--- config.mk ---
export PLATFORM = sky130hd
export DESIGN_NAME = hazard_run_ctrl
export DESIGN_NICKNAME = d
export VERILOG_FILES = /design/src/rtl/hazard_run_ctrl.sv
export SDC_FILE = /design/constraint.sdc
export NUM_CORES = 1
export LEC_CHECK = 0
export ABC_AREA = 1
export CAP_MARGIN = 20
export CORE_ASPECT_RATIO = 0.9
export CORE_UTILIZATION = 55
export DETAILED_ROUTE_END_ITERATION = 8
export DONT_BUFFER_PORTS = 1
export HOLD_SLACK_MARGIN = 0.02
export PLACE_DENSITY_LB_ADDON = 0.1
export SETUP_SLACK_MARGIN = 0.3
export SKIP_LAST_GASP = 1
export SYNTH_ARGS = -nofsm -noshare
export SYNTH_HDL_FRONTEND = slang
export SYNTH_SLANG_ARGS = --single-unit
--- constraint.sdc ---
create_clock -name clk -period 3.14 [get_ports clk]
set_input_delay 0.628 -clock clk [delete_from_list [all_inputs] [get_ports clk]]
set_output_delay 0.628 -clock clk [all_outputs]
set_load 0.05 [all_outputs]
--- src/rtl/hazard_run_ctrl.sv ---
//------------------------------------------------------------------------------
// hazard_run_ctrl : forwarding, stall/flush and debug halt/step control for a
//                   5-stage RV32 pipeline, with load-use and redirect counters.
// Revision 1.0
//------------------------------------------------------------------------------
`default_nettype none

module hazard_run_ctrl #(
  parameter int DRAIN_CYCLES = 3,
  parameter int CNT_W        = 32
) (
  input  logic             clk,
  input  logic             rst_i,
  input  logic [4:0]       rs1d,
  input  logic [4:0]       rs2d,
  input  logic [4:0]       rs1_e,
  input  logic [4:0]       rs2_e,
  input  logic [4:0]       rd_e,
  input  logic [4:0]       rd_m,
  input  logic [4:0]       rd_w,
  input  logic             resultsrce_0,
  input  logic             pcsrce,
  input  logic             regwrite_m,
  input  logic             regwrite_w,
  input  logic             halt_req_i,
  input  logic             step_i,
  input  logic             resume_i,
  input  logic             cnt_clr_i,
  output logic [1:0]       ForwardAE,
  output logic [1:0]       ForwardBE,
  output logic             StallF,
  output logic             StallD,
  output logic             FlushD,
  output logic             FlushE,
  output logic             halted_o,
  output logic [1:0]       state_o,
  output logic [CNT_W-1:0] stall_cnt_o,
  output logic [CNT_W-1:0] flush_cnt_o
);

  typedef enum logic [1:0] {
    S_RUN    = 2'b00,
    S_DRAIN  = 2'b01,
    S_HALTED = 2'b10,
    S_STEP   = 2'b11
  } state_e;

  localparam logic [2:0] DRAIN_LAST = 3'(DRAIN_CYCLES - 1);

  state_e            state_q, state_d;
  logic [2:0]        drain_q, drain_d;
  logic              halted_q;
  logic [CNT_W-1:0]  stall_cnt_q, stall_cnt_d;
  logic [CNT_W-1:0]  flush_cnt_q, flush_cnt_d;
  logic              lw_stall;
  logic              freeze;

  function automatic logic [1:0] fwd_sel(input logic [4:0] rs);
    if (regwrite_m && (rd_m != 5'd0) && (rd_m == rs))
      return 2'b10;
    else if (regwrite_w && (rd_w != 5'd0) && (rd_w == rs))
      return 2'b01;
    else
      return 2'b00;
  endfunction

  assign ForwardAE = fwd_sel(rs1_e);
  assign ForwardBE = fwd_sel(rs2_e);

  assign lw_stall = resultsrce_0 && (rd_e != 5'd0) && ((rd_e == rs1d) || (rd_e == rs2d));
  assign freeze   = (state_q == S_DRAIN) || (state_q == S_HALTED);

  // A redirect must win over a stall so the IF/ID flush is not masked.
  assign StallF = (lw_stall || freeze) && !pcsrce;
  assign StallD = StallF;
  assign FlushD = pcsrce;
  assign FlushE = lw_stall || pcsrce || freeze;

  assign halted_o    = halted_q;
  assign state_o     = state_q;
  assign stall_cnt_o = stall_cnt_q;
  assign flush_cnt_o = flush_cnt_q;

  always_comb begin
    state_d = state_q;
    drain_d = drain_q;
    unique case (state_q)
      S_RUN: begin
        if (halt_req_i && !lw_stall) begin
          state_d = S_DRAIN;
          drain_d = 3'd0;
        end
      end
      S_DRAIN: begin
        drain_d = drain_q + 3'd1;
        if (drain_q == DRAIN_LAST) state_d = S_HALTED;
      end
      S_HALTED: begin
        if (resume_i)    state_d = S_RUN;
        else if (step_i) state_d = S_STEP;
      end
      S_STEP: begin
        // A load-use hazard means the stepped instruction has not issued yet.
        if (!lw_stall) begin
          state_d = S_DRAIN;
          drain_d = 3'd0;
        end
      end
      default: state_d = S_RUN;
    endcase
  end

  always_comb begin
    stall_cnt_d = stall_cnt_q;
    flush_cnt_d = flush_cnt_q;
    if (cnt_clr_i) begin
      stall_cnt_d = '0;
      flush_cnt_d = '0;
    end else begin
      if (lw_stall) stall_cnt_d = stall_cnt_q + CNT_W'(1);
      if (pcsrce)   flush_cnt_d = flush_cnt_q + CNT_W'(1);
    end
  end

  always_ff @(posedge clk or posedge rst_i) begin
    if (rst_i) begin
      state_q     <= S_RUN;
      drain_q     <= 3'd0;
      halted_q    <= 1'b0;
      stall_cnt_q <= '0;
      flush_cnt_q <= '0;
    end else begin
      state_q     <= state_d;
      drain_q     <= drain_d;
      halted_q    <= (state_d == S_HALTED);
      stall_cnt_q <= stall_cnt_d;
      flush_cnt_q <= flush_cnt_d;
    end
  end

endmodule

`default_nettype wire
# --- Word-level counts from Yosys, hierarchy flattened ---
# Index checks and enable logic that the tools add are counted.
# W data, S select, Z words.
op_classes:
  addsub: 3
  eq_ne: 13
  mux: 17
  reduce_logical: 25
op_table:
  columns: ["cell", "count"]
  rows:
  - ["$mux W32", 4]
  - ["$add A32 B1 Y32 const B", 2]
  - ["$eq A5 B5 Y1", 6]
  - ["$reduce_bool A5 Y1", 3]
  - ["$mux W2", 7]
  - ["$logic_and A1 B1 Y1", 10]
  - ["$pmux W3 S3", 1]
  - ["$pmux W2 S4", 1]
  - ["$eq A2 B2 Y1 const B", 3]
  - ["$mux W3", 2]
  - ["$logic_or A1 B1 Y1", 5]
  - ["$ne A2 B2 Y1 const B", 2]
  - ["$reduce_bool A2 Y1", 2]
  - ["$add A3 B1 Y3 const B", 1]
  - ["$eq A3 B2 Y1 const B", 1]
  - ["$reduce_and A3 Y1", 1]
  - ["$reduce_bool A3 Y1", 1]
  - ["$eq A2 B1 Y1 const B", 1]
  - ["$logic_not A1 Y1", 2]
  - ["$logic_not A2 Y1", 1]
  - ["$mux W1", 2]
word_totals:
  register_bits: 70
  in_bits: 45
  wordCells: 63

# --- Logic depth before layout (Yosys ltp) ---
logic_depth:
  depth_word: 8
  ltp_mapped: 13
  mapped_depth_nobuf: 12

# --- Worst setup path before layout ---
# No wires, ideal clock.
synth_timing:
  kind: "input to output"
  start: "input port rd_m[0]"
  end: "output port ForwardAE[0]"
  t_arrival_ps: 3083
  t_required_ps: 2512
  setup_slack_ps: -571
  cell_stages: 4
  n_path_buf: 0
  cell_sequence: "xnor2_1 -> nand3_1 -> nor4_1 -> nor2_1"
synth_via:
  elab_chain_cells: 4
  word_cells_on_any_way: 5
  classes_between: "1 x eq/ne; 1 x mux; 3 x reduce/logical"
synth_rtl:
  columns: ["item", "line", "rtl"]
  rows:
  - ["from (decl)", "19", "input logic [4:0] rd_m,"]
  - ["$reduce_bool A5 Y1", "59", "if (regwrite_m && (rd_m != 5'd0) && (rd_m == rs))"]
  - ["$logic_and A1 B1 Y1", "59", null]
  - ["$logic_and A1 B1 Y1 (*)", "59", null]
  - ["$mux W2 (*)", "59", null]
  - ["to (decl)", "29", "output logic [1:0] ForwardAE,"]
# Every way passes the cells marked *; elsewhere a longest branch is shown, timed or not.

# --- Final worst setup path ---
layout_timing:
  start: "register state_q[0] (netlist: state_o[0])"
  end: "output port FlushE"
layout_via:
  elab_chain_cells: 3
  word_cells_on_any_way: 4
  classes_between: "2 x eq/ne; 2 x reduce/logical"
layout_rtl:
  columns: ["item", "line", "rtl"]
  rows:
  - ["from (decl)", "50", "state_e state_q, state_d;"]
  - ["from (signal assigned)", "133", "state_q <= state_d;"]
  - ["$eq A2 B1 Y1 / $eq A2 B2 Y1 (equally long branches)", "71", "assign freeze = (state_q == S_DRAIN) || (state_q == S_HALTED);"]
  - ["$logic_or A1 B1 Y1 (*)", "71", null]
  - ["$logic_or A1 B1 Y1 (*)", "77", "assign FlushE = lw_stall || pcsrce || freeze;"]
  - ["to (decl)", "34", "output logic FlushE,"]
# Marks and branches as above.

==> results.py <==
metrics = {
    "run_status": {
        "status": "finished clean",
    },
    "cts": {
        "clock_sinks": 70,
        "cts_buffer_depth": 2,
        "cts_hold_buf": 0,
        "cts_tree": "done",
        "cts_buffers": 9,
        "cts_resized": 0,
        "path_clk_slew_ns": 0.07,
        "htreeDepth": 3,
        "root_buffer": "clkbuf_8",
        "cts_setup_buffers": 0,
        "clock_latency_ns": 0.34,
    },
    "timing": {
        "hold_violations": 0,
        "max_slew.worst_pin.slew_ns": 0.744,
        "slew_headroom_pct": 50.4,
        "setup_viol": 0,
        "holdWs_ns": 0.239,
        "rsz0062_at_grt": "no",
        "drv_slew": 0,
        "skew_ns": 0.00958,
        "period_minus_slack_ns": 2.44,
        "period_share_pct": 77.6,
        "fin_setup_tns_ns": 0,
        "fmax_mhz": 410,
    },
    "grt": {
        "track_usage_pct": 28.1,
        "grtUsageMet2_pct": 48.6,
        "grt_use_met3_pct": 7.01,
        "grt_pass1_vias": 4506,
        "grt_remaining_overflow": 0,
        "grt_first_pass_wirelength_um": 20900,
        "use_met1_pct": 34.9,
        "grt_max_degree": 29,
        "antenna_found_initial": 0,
        "top_usage_layer": "met2",
    },
    "worst_setup_path": {
        "cp_common_cell": "inv_1",
        "path_cells": "buf_4, inv_1, ha_1, inv_1, nand3_1",
        "critical_path_arrival_ns": 1.81,
        "critical_path_required_ns": 2.51,
        "crit_slowest_cell": "nand3_1",
        "cp_max_fo": 5,
        "critical_path_buf_inv_count": 3,
        "start_kind": "flop",
        "setup.worst_path.class": "reg -> out",
        "max_stage_delay_ns": 0.41,
        "critPathTopFamily": "buffers and inverters",
        "critPathCaptureType": "primary output",
    },
    "route": {
        "drc": 0,
        "drt-initial-drc-count": 173,
        "dr.pass1.iters": 4,
        "drt_wl_total_um": 12100,
        "ant_nets": 0,
        "post_drt_wl_per_cell_um": 14.7,
        "vias_per_cell": 5.47,
        "dr_total_vias": 4524,
    },
    "finish": {
        "area_growth_pct": 8.01,
        "antenna_cells": 0,
        "nets": 756,
        "fin_area_um2": 5330,
        "drive_above_1_share_pct": 12.0,
        "post-route-util_pct": 61.7,
    },
    "pwr": {
        "total_power_mw": 2.23,
        "power_switching_share_pct": 29.5,
        "netSwitchingPower_mw": 0.658,
        "ir_worst_vdd_mv": 0.294,
        "combPwrFrac_pct": 19.0,
        "power.leakage_nw": 2.37,
        "p_clk_share_pct": 37.9,
        "p_int_mw": 1.57,
        "p_per_area_nw_per_um2": 418,
        "p_seq_share_pct": 43.1,
    },
    "place": {
        "dp_hpwl_um": 9290,
        "finalWeightedCongestion": 0.915,
        "place_area_um2": 5100,
        "port_buffers": 0,
    },
    "floorplan": {
        "core_region_area_um2": 8650,
        "die_height_um": 91.9,
        "start_util_pct": 57.1,
        "fp.dieW_um": 102,
        "die_area_um2": 9360,
        "ios": 120,
        "rows": 32,
    },
    "yosys": {
        "synth_top_area_share_pct": 35.5,
        "synth_seq_area_share_pct": 35.5,
        "ys.flop_type": "dfrtp_1",
        "yosys_warnings": 0,
        "synth_area_leader_cell": "dfrtp_1",
        "synthArstFlopShare_pct": 100,
        "synth_fp_nets": 746,
        "synthCells": 693,
        "yosysUniqueCellTypes": 46,
        "netlist_area_um2": 4940,
        "avgSynthCellArea_um2": 7.12,
        "synth_seq_cells": 70,
        "synth_edf_count": 0,
        "synth_area_leaders": "dfrtp_1 35%, nand2_1 13%, inv_1 7.2%, nor2_1 5.1%, nand3_1 4.2%",
    },
    "hold_path": {
        "hp-class": "in -> async",
    },
    "flow_run": {
        "cap_violations": 0,
    },
}
[area by class of cell]
type | instances | area, um^2
fillers | 828 | 3320
clock inverters | 3 | 65.1
repair buffers | 14 | 105
multi-input cells | 503 | 2690
inverters | 105 | 399
well taps | 119 | 149
clock buffers | 13 | 169
flip-flops and latches | 70 | 1750
[synthesized netlist by cell type, types with 3 or more instances]
library cell / instances
xor2_1: 16
dfrtp_1: 70
buf_2: 3
nor4_1: 4
nand4_1: 25
nor3b_1: 4
inv_2: 8
nor3_2: 5
a21oi_1: 27
o21ai_2: 10
o21ai_0: 34
or2_2: 3
ha_1: 8
buf_6: 4
nor2_2: 7
o21a_1: 4
inv_1: 95
nand2_1: 169
nor3_1: 35
xnor2_1: 15
o31ai_1: 3
nand2_2: 5
nand3_1: 41
nor2_1: 67
[registers in the layout (all words and copies together) (netlist names)]
register	flops
flush_cnt_o	32
stall_cnt_o	32
drain_q	3
state_o	2
halted_o	1
[worst paths after layout]
path	from	to	cells after the start	slack [ns]
max	state_o[0]	FlushE	5	0.70
min	rst_i	drain_q[1]	1	0.24
max reg2reg	flush_cnt_o[0]	flush_cnt_o[22]	10	0.98
min reg2reg	drain_q[0]	drain_q[0]	2	0.54
max in group asynchronous	rst_i	stall_cnt_o[14]	2	2.17
min in group clk	cnt_clr_i	flush_cnt_o[4]	1	0.36
[metrics by stage]
step	cells	setup slack [ns]
after floorplan	693	0.179
after global placement	811	0.732
after detailed placement	811	0.718
after CTS	827	0.693
after global routing	827	0.591
final	827	0.703
[cells by family after synthesis]
kind of cell,after synthesis,synth area share (%)
and+or+nand+nor,377,36.3
buffers and inverters,120,10.3
AOI/OAI and AO/OA,87,10.4
DFF,70,35.5
xor gates and xnor gates,31,5.50
adders and majority gates,8,2.03
[cell usage in the layout, fill, tap and decap left out, types with 3 or more instances in the layout]
cell / n
xnor2_1: 15
o21ai_0: 34
nand3_1: 41
nand2_1: 169
nor3b_1: 4
o31ai_1: 3
nor3_1: 35
buf_4: 14
ha_1: 8
nor2_2: 7
or2_2: 3
nor2_1: 67
nand4_1: 25
nor3_2: 5
o21a_1: 4
dfrtp_1: 70
inv_2: 9
a21oi_1: 26
xor2_1: 16
o21ai_2: 10
clkbuf_8: 12
nand2_2: 5
inv_1: 94
[power groups by stage]
stage / logic [mW] / clock network (mW) / registers [mW]
2_1_floorplan: 0.313 / 0 / 1.02
6_report: 0.424 / 0.846 / 0.960
3_5_place_dp: 0.426 / 0 / 0.978
4_1_cts: 0.428 / 0.866 / 0.960
5_1_grt: 0.473 / 0.901 / 0.964
3_3_place_gp: 0.412 / 0 / 0.977
[layer usage]
metal	vias up	routed length (um)
li1	2265	-
met1	2115	5120
met2	133	6030
met3	11	856
met4	0	128
met5	-	0
No activity file was read; power rests on OpenSTA's default activity.
